## config.mk

```make
export PLATFORM = sky130hd
export DESIGN_NAME = head_sprite_fetch
export DESIGN_NICKNAME = d
export VERILOG_FILES = /design/src/rtl/head_sprite_fetch.sv
export SDC_FILE = /design/constraint.sdc
export NUM_CORES = 1
export LEC_CHECK = 0
export ABC_AREA = 1
export BUFFER_PORTS_ARGS = -buffer_cell sky130_fd_sc_hd__buf_2
export CORE_MARGIN = 1
export CORE_UTILIZATION = 45
export DETAILED_ROUTE_END_ITERATION = 10
export HOLD_SLACK_MARGIN = 0.06
export PLACE_DENSITY = 0.68
export SYNTH_ARGS = -nofsm -noshare
export SYNTH_HDL_FRONTEND = slang
export SYNTH_SLANG_ARGS = --single-unit
```

## constraint.sdc

```tcl
create_clock -name Clk -period 5.5 [get_ports Clk]
set_input_delay 0.825 -clock Clk [delete_from_list [all_inputs] [get_ports Clk]]
set_output_delay 0.825 -clock Clk [all_outputs]
set_load 0.005 [all_outputs]
```

## src/rtl/head_sprite_fetch.sv

```systemverilog
// Sprite fetch stage for the snake head: scan position -> sprite ROM address,
// with a 3-cycle pipeline to an aligned palette index / valid pair.
module head_sprite_fetch #(
  parameter int SPRITE_W     = 32,
  parameter int SPRITE_H     = 32,
  parameter int ADDR_W       = 10,
  parameter int BLINK_FRAMES = 8
) (
  input  logic              Clk,
  input  logic              Reset_n,
  input  logic [9:0]        DrawX,
  input  logic [9:0]        DrawY,
  input  logic              vs,
  input  logic [9:0]        Head_X,
  input  logic [9:0]        Head_Y,
  input  logic              blink_en,
  output logic [ADDR_W-1:0] rom_addr,
  input  logic [3:0]        rom_data,
  output logic [3:0]        pix_index,
  output logic              pix_valid
);
  localparam int XB = $clog2(SPRITE_W);
  localparam int YB = ADDR_W - XB;

  logic [9:0]        pos_x_q, pos_y_q, pos_x_d, pos_y_d;
  logic              vs_q;
  logic [7:0]        frame_cnt_q, frame_cnt_d;
  logic              visible_q, visible_d;
  logic [ADDR_W-1:0] rom_addr_q;
  logic [1:0]        hit_pipe_q;  // [0]=hit_d1, [1]=hit_d2
  logic [3:0]        pix_index_q;
  logic              pix_valid_q;

  logic              vs_fall;
  logic              hit;
  logic [10:0]       x_end, y_end;
  logic [XB-1:0]     rel_x;
  logic [YB-1:0]     rel_y;

  assign vs_fall = vs_q & ~vs;

  // Position and blink state only move on a vsync falling edge, so the
  // sprite cannot tear mid-frame.
  always_comb begin
    pos_x_d     = pos_x_q;
    pos_y_d     = pos_y_q;
    frame_cnt_d = frame_cnt_q;
    visible_d   = visible_q;
    if (vs_fall) begin
      pos_x_d = Head_X;
      pos_y_d = Head_Y;
    end
    if (!blink_en) begin
      frame_cnt_d = '0;
      visible_d   = 1'b1;
    end else if (vs_fall) begin
      if (frame_cnt_q == 8'(BLINK_FRAMES - 1)) begin
        frame_cnt_d = '0;
        visible_d   = ~visible_q;
      end else begin
        frame_cnt_d = frame_cnt_q + 8'd1;
      end
    end
  end

  // 11-bit bounds so a sprite hanging off the right/bottom edge clips
  // instead of wrapping back to column/row 0.
  always_comb begin
    x_end = {1'b0, pos_x_q} + 11'(SPRITE_W);
    y_end = {1'b0, pos_y_q} + 11'(SPRITE_H);
    hit   = (DrawX >= pos_x_q) && ({1'b0, DrawX} < x_end) &&
            (DrawY >= pos_y_q) && ({1'b0, DrawY} < y_end);
    rel_x = XB'(DrawX - pos_x_q);
    rel_y = YB'(DrawY - pos_y_q);
  end

  always_ff @(posedge Clk or negedge Reset_n) begin
    if (!Reset_n) begin
      vs_q        <= 1'b1;
      pos_x_q     <= '0;
      pos_y_q     <= '0;
      frame_cnt_q <= '0;
      visible_q   <= 1'b1;
      rom_addr_q  <= '0;
      hit_pipe_q  <= '0;
      pix_index_q <= '0;
      pix_valid_q <= 1'b0;
    end else begin
      vs_q        <= vs;
      pos_x_q     <= pos_x_d;
      pos_y_q     <= pos_y_d;
      frame_cnt_q <= frame_cnt_d;
      visible_q   <= visible_d;
      rom_addr_q  <= hit ? {rel_y, rel_x} : '0;
      hit_pipe_q  <= {hit_pipe_q[0], hit};
      // rom_data here belongs to the address registered two edges ago
      pix_index_q <= hit_pipe_q[1] ? rom_data : 4'd0;
      pix_valid_q <= hit_pipe_q[1] & visible_q & (|rom_data);
    end
  end

  assign rom_addr  = rom_addr_q;
  assign pix_index = pix_index_q;
  assign pix_valid = pix_valid_q;
endmodule

```

==> impl_results.md, run 1 <==
- Maximum clock rate: 0.447 GHz
- Post-detailed-route count of antenna-violating nets: 0
- Initial DRT Pass Iterations: 5
- Number of global-route vias before repair: 2062
- Hold-fix buffers, CTS: 0
- CTS Buffer Depth: 2
- Flops & latches, synth: 47
- Rel. slew slack: 31.1%
- Clock slew at reported path FFs: 90 ps
- CP Data Arrival Time: 2400 ps
- Netlist Area Pre-Place: 2890 sq um
- Yosys top cell by area: dfrtp_1
- Startpoint class of the critical path: input port
- Post-Synthesis Cells: 337
- Vias per cell: 4.80
- DRT iter0 DRCs: 116
- H-Tree Depth: 2
- RSZ-0062 raised after global routing: no
- Worst slew pin tran: 1030 ps
- Final Hold Fails: 0
- Status: complete, no violations
- Core Util, Final: 55.7%
- Area delta synth->final: 16.9%
- Sw Ratio: 32.4%
- Hold Path Class: flop to flop
- Share of post-route cells with drive strength above 1: 23.6%
- CP Max Fanout: 11
- Comb pwr share: 28.0%
- Top_reg_cell synth: dfrtp_1
- Nets: 484
- Core area: 6060 sq um
- Commonest cells after routing, fill and taps aside: nand2_1, buf_2, inv_1
- Seq/Total Area, Yosys: 40.8%
- Top Ports: 63
- Post-Syn Nets: 420
- Max-capacitance violation count: 0
- Netlist cell types: 31
- First-pass GRT wire length: 9000 um
- Final setup viols: 0
- Max Slew Vio Count: 0
- Yosys warns: 0
- Clock Power Share: 28.7%
- Worst Skew: 5.12 ps
- Die area: 6740 sq um
- Pwr/cell area: 272 nW/um^2
- Setup Total Neg Slack: 0 ps
- Routed wire length: 5430 um
- Root buffer cell: clkbuf_8
- Inserted Diodes: 0
- Commonest non-fill, non-tap cell in the layout: nand2_1
- Final min period: 2230 ps
- Net Switching: 298 uW
- CP Data Required Time: 5670 ps
- CTS buffer count: 5
- Die span in x: 82.1 um
- Largest net degree at the start of global routing: 48
- P_leak: 0.00182 uW
- # fillers: 616
- Peak supply drop: 0.000140 V
- Final Cell Area: 3380 sq um
- Area contributors post-synth: dfrtp_1, ha_1, nand2_1
- Crit Path Category: input port to flop
- Hold Slack: 359 ps
- Placed cell area: 3260 sq um
- Vias: 2291
- Antenna violations before repair: 0
- # rows: 28
- EDFF count, synth: 0
- Critical Path End Type: flop
- Yosys top cell area share: 39.0%
- Initial core utilization: 47.6%
- Avg Inst Size Synth: 8.57 sq um
- CTS tree: done
- Async set-reset flop share out of synthesis: 100%
- Clock latency on the worst-skew pair: 300 ps
- Post-CTS setup buffers: 0
- WL/cell: 11.4 um
- Gr ovfl total: 0
- PortBufs: 62
- Pint: 621 uW
- TritonCTS Sinks: 47
- DP HPWL: 4150 um
- Die Height: 82.1 um
- Post-cts sizing count: 0
- Total GRT Usage: 17.8%
- GP Congestion: 0.874
- Reg power frac: 43.3%
- Post-route DRC violation count: 0
- Post-route clock period utilization: 40.6%
## final cells by class
type | count | area (sq um) | share of cell area, %
inverter | 50 | 188 | 5.56
tap | 75 | 93.8 | 2.78
clock buffer | 5 | 68.8 | 2.04
timing repair buffer | 63 | 318 | 9.41
clock inverter | 3 | 47.5 | 1.41
multi-input combinational | 234 | 1480 | 43.9
sequential | 47 | 1180 | 34.9
## synthesized netlist by cell type (2+ instances only)
| cell | count |
|---|---|
| o21ai_0 | 22 |
| clkbuf_1 | 2 |
| nor3_1 | 7 |
| fa_1 | 2 |
| buf_2 | 2 |
| dfrtp_1 | 45 |
| a21o_1 | 3 |
| nand2_2 | 4 |
| ha_1 | 33 |
| nand3_2 | 2 |
| xnor2_1 | 6 |
| dfstp_2 | 2 |
| xor2_1 | 9 |
| a21oi_1 | 12 |
| nor3_2 | 9 |
| inv_1 | 49 |
| a31oi_1 | 2 |
| nor2_1 | 19 |
| nor2_2 | 5 |
| buf_6 | 2 |
| nand2_1 | 76 |
| nand3_1 | 15 |
## routing by layer
layer / wire length, um / global-route usage, % / vias to the layer above / share of wire, %
li1: - / - / 1203 / -
met1: 2640 / 23.6 / 1010 / 49
met2: 2380 / 28.5 / 67 / 44
met3: 297 / 3.63 / 11 / 5.5
met4: 109 / 6.49 / 0 / 2.0
met5: 0 / 0 / - / 0
## path summary, 6_finish.rpt
check | start | endpoint | slack (ps) | cells past startpoint
max | DrawY[0] | rom_addr[9] | 3270 | 10
min | hit_pipe_q[0] | hit_pipe_q[1] | 360 | 0
max reg2reg | pos_y_q[5] | rom_addr[1] | 3380 | 9
min reg2reg | hit_pipe_q[0] | hit_pipe_q[1] | 360 | 0
max in group asynchronous | Reset_n | rom_addr[9] | 4170 | 1
min in group asynchronous | Reset_n | pos_x_q[6] | 690 | 1
## worst max-delay path, cell delays in order
cell and delay, ps:
buf_2 100, inv_1 50, ha_1 140, inv_1 50, fa_1 410, a21oi_1 120, nand3b_1 110, nand3_1 70
nand2_1 410, nor3_1 120
## flip-flops by register name, summed over array words and instances, names as in the netlist
register,cells
frame_cnt_q,8
hit_pipe_q,2
pix_index,4
pix_valid,1
pos_x_q,10
pos_y_q,10
rom_addr,10
visible_q,1
vs_q,1
## power groups by stage
stage / sequential [uW] / combinational, uW / clock (uW)
after floorplan: 401 / 192 / 0
after global placement: 404 / 253 / 0
after detailed placement: 405 / 259 / 0
after CTS: 398 / 261 / 274
after global routing: 402 / 301 / 286
final: 398 / 258 / 264
## cell families (layout without fill, tap and decap cells)
group,after synthesis,count (layout),share of synthesized area (%)
compound gates,42,42,7.84
fa+ha+maj,35,35,15.7
simple gates,142,142,23.2
xor+xnor,15,15,4.55
buf+inv,56,121,7.89
flops,47,47,40.8
## stage by stage
step	setup WS (ps)	power [uW]	instances
global placement	2960	657	469
detailed placement	2910	664	469
floorplan	3280	593	337
CTS	3240	933	477
finish	3270	919	477
global route	3090	989	477
Power figures use the tool's default switching activity.
==> run 2, diff against run 1 <==
clock period = 2.26 ns   (was 5.5 ns; I/O delays follow)
==> run 2 against run 1 <==
Effect of this change:
- worst setup slack lost 3000 ps
- first-iteration DRC count shrank 18%
- final cell count grew 0.42%
- design area grew 1.6%
- sequential power grew 140%
- clock skew grew 14 ps
- global-route usage grew 1.1 points
- non-clock buffer count grew 2
- core utilization grew 0.91 points
- critical path type is now flop to flop
==> impl_results.md, run 2 (synthesis results as in run 1) <==
- Tot Pwr: 2340 uW (was 919 uW)
- Vias: 2308 (was 2291)
- Max Slew Vio Count: 0 (unchanged)
- Top Ports: 63 (unchanged)
- Clock latency on the worst-skew pair: 310 ps (was 300 ps)
- Initial DRT Pass Iterations: 4 (was 5)
- CTS tree: done (unchanged)
- Placed cell area: 3290 sq um (was 3260 sq um)
- Setup Total Neg Slack: 0 ps (unchanged)
- Pint: 1630 uW (was 621 uW)
- Nets: 486 (was 484)
- Rel. slew slack: 50.8% (was 31.1%)
- Status: complete, no violations (unchanged)
- Commonest cells after routing, fill and taps aside: nand2_1, buf_2, inv_1 (unchanged)
- CP Data Arrival Time: 2200 ps (was 2400 ps)
- Sw Ratio: 30.5% (was 32.4%)
- Final setup viols: 0 (unchanged)
- Crit Path Category: flop to flop (was input port to flop)
- Post-detailed-route count of antenna-violating nets: 0 (unchanged)
- Antenna violations before repair: 0 (unchanged)
- Root buffer cell: clkbuf_8 (unchanged)
- WL/cell: 11.4 um (about the same)
- RSZ-0062 raised after global routing: no (unchanged)
- PortBufs: 62 (unchanged)
- Commonest non-fill, non-tap cell in the layout: nand2_1 (unchanged)
- Final Hold Fails: 0 (unchanged)
- CP max stage cell: dfrtp_1 (was fa_1)
- CTS Buffer Depth: 2 (unchanged)
- Total GRT Usage: 18.9% (was 17.8%)
- TritonCTS Sinks: 47 (unchanged)
- Gr ovfl total: 0 (unchanged)
- Number of global-route vias before repair: 2304 (was 2062)
- Max-capacitance violation count: 0 (unchanged)
- Clock slew at reported path FFs: 100 ps (was 90 ps)
- Critical Path End Type: flop (unchanged)
- Initial core utilization: 47.6% (unchanged)
- Comb pwr share: 27.4% (was 28.0%)
- P_leak: 0.00184 uW (was 0.00182 uW)
- Final Cell Area: 3430 sq um (was 3380 sq um)
- Die area: 6740 sq um (unchanged)
- Startpoint class of the critical path: flop (was input port)
- CP Data Required Time: 2470 ps (was 5670 ps)
- Area delta synth->final: 18.8% (was 16.9%)
- Core area: 6060 sq um (unchanged)
- CTS buffer count: 5 (unchanged)
- Net Switching: 713 uW (was 298 uW)
- Post-route clock period utilization: 87.9%
- Critical path's largest stage delay: 440 ps (was 410 ps)
- Routed wire length: 5460 um (was 5430 um)
- Most common cell on crit path: nand2_1 (was inv_1)
- Pwr/cell area: 682 nW/um^2 (was 272 nW/um^2)
- Worst-case reg-to-reg path depth: 13 (was 9)
- GP Congestion: 0.870 (was 0.874)
- First-pass GRT wire length: 9700 um (was 9000 um)
- Worst Skew: 19.3 ps (was 5.12 ps)
- Die Height: 82.1 um (unchanged)
- DP HPWL: 4280 um (was 4150 um)
- Die span in x: 82.1 um (unchanged)
- Peak supply drop: 0.000388 V (was 0.000140 V)
- Worst slew pin tran: 739 ps (was 1030 ps)
- Share of post-route cells with drive strength above 1: 24.0% (was 23.6%)
- Clock Power Share: 31.2% (was 28.7%)
- DRT iter0 DRCs: 95 (was 116)
- # rows: 28 (unchanged)
- Hold Path Class: input port to async pin (was flop to flop)
- Largest net degree at the start of global routing: 40 (was 48)
- Setup WS pre-CTS: 200 ps (was 2910 ps)
- Final min period: 1990 ps
- Reg power frac: 41.3% (was 43.3%)
- Maximum clock rate: 0.503 GHz
- Inserted Diodes: 0 (unchanged)
- CP Cell Sequence: nand2_2 > nor2_4 > xor2_1 > ha_1 > nand2_1 > nand2_1 > nand2_1 > nand2_1 > nand2_1 > nand2_1 > nor2_2 > nand3_4 > nor3_1 (was buf_2 > inv_1 > ha_1 > inv_1 > fa_1 > a21oi_1 > nand3b_1 > nand3_1 > nand2_1 > nor3_1)
- CP Max Fanout: 11 (unchanged)
- Worst setup margin: 273 ps (was 3270 ps)
- H-Tree Depth: 2 (unchanged)
- Post-route DRC violation count: 0 (unchanged)
- Vias per cell: 4.82 (was 4.80)
## run 2: critical path: cells and delay by family (launching register included)
family	cells	cell delay [ps]
AND/OR/NAND/NOR	11	1010
flip-flops	1	440
adder cells (fa/ha/maj)	1	260
XOR/XNOR	1	170
## run 2: what timing repair did
item | 4_1_cts | 5_1_grt
resized for setup | 0 | 1
hold buffers | 0 | 0
setup endpoints to repair | 0 | 1
endpoints found under the hold margin | 0 | 0
setup buffers | 0 | 0
## run 2: power by group through the flow
stage | Combinational (uW) | Clock [uW] | Sequential, uW
6_report | 642 | 731 | 968
5_1_grt | 749 | 787 | 978
4_1_cts | 645 | 755 | 968
3_5_place_dp | 640 | 0 | 985
3_3_place_gp | 626 | 0 | 983
2_1_floorplan | 466 | 0 | 977
## run 2: layout make-up
type / count / area (sq um)
clock inverters: 3 / 67.6
repair buffers: 65 / 345
well taps: 75 / 93.8
clock buffers: 5 / 68.8
flip-flops and latches: 47 / 1180
multi-input cells: 234 / 1490
fillers: 574 / 2630
inverters: 50 / 188
## run 2: routing by layer
metal,vias up,part of all wire [%],track usage (%)
met5,-,0,0
met4,0,1.9,6.84
met3,12,5.8,3.96
met2,67,45,32.1
met1,1022,48,23.6
li1,1207,-,-
## run 2: through the flow
step	instances	util (%)	hold WS, ps
final	479	56.6	78.8
after detailed placement	471	54.2	335
after global routing	479	56.6	130
after CTS	479	56.5	112
after global placement	471	54.2	336
after floorplan	337	-	43.4
## run 2: path summary, 6_finish.rpt
kind                               startpoint  slack (ps)       endpoint
worst max-delay path               pos_x_q[7]         270    rom_addr[9]
worst min-delay path                  Reset_n          80     pos_x_q[5]
worst max register to register     pos_x_q[7]         270    rom_addr[9]
worst min register to register  hit_pipe_q[0]         350  hit_pipe_q[1]
max in group asynchronous             Reset_n        1620     pos_y_q[0]
min in group Clk                           vs         160           vs_q
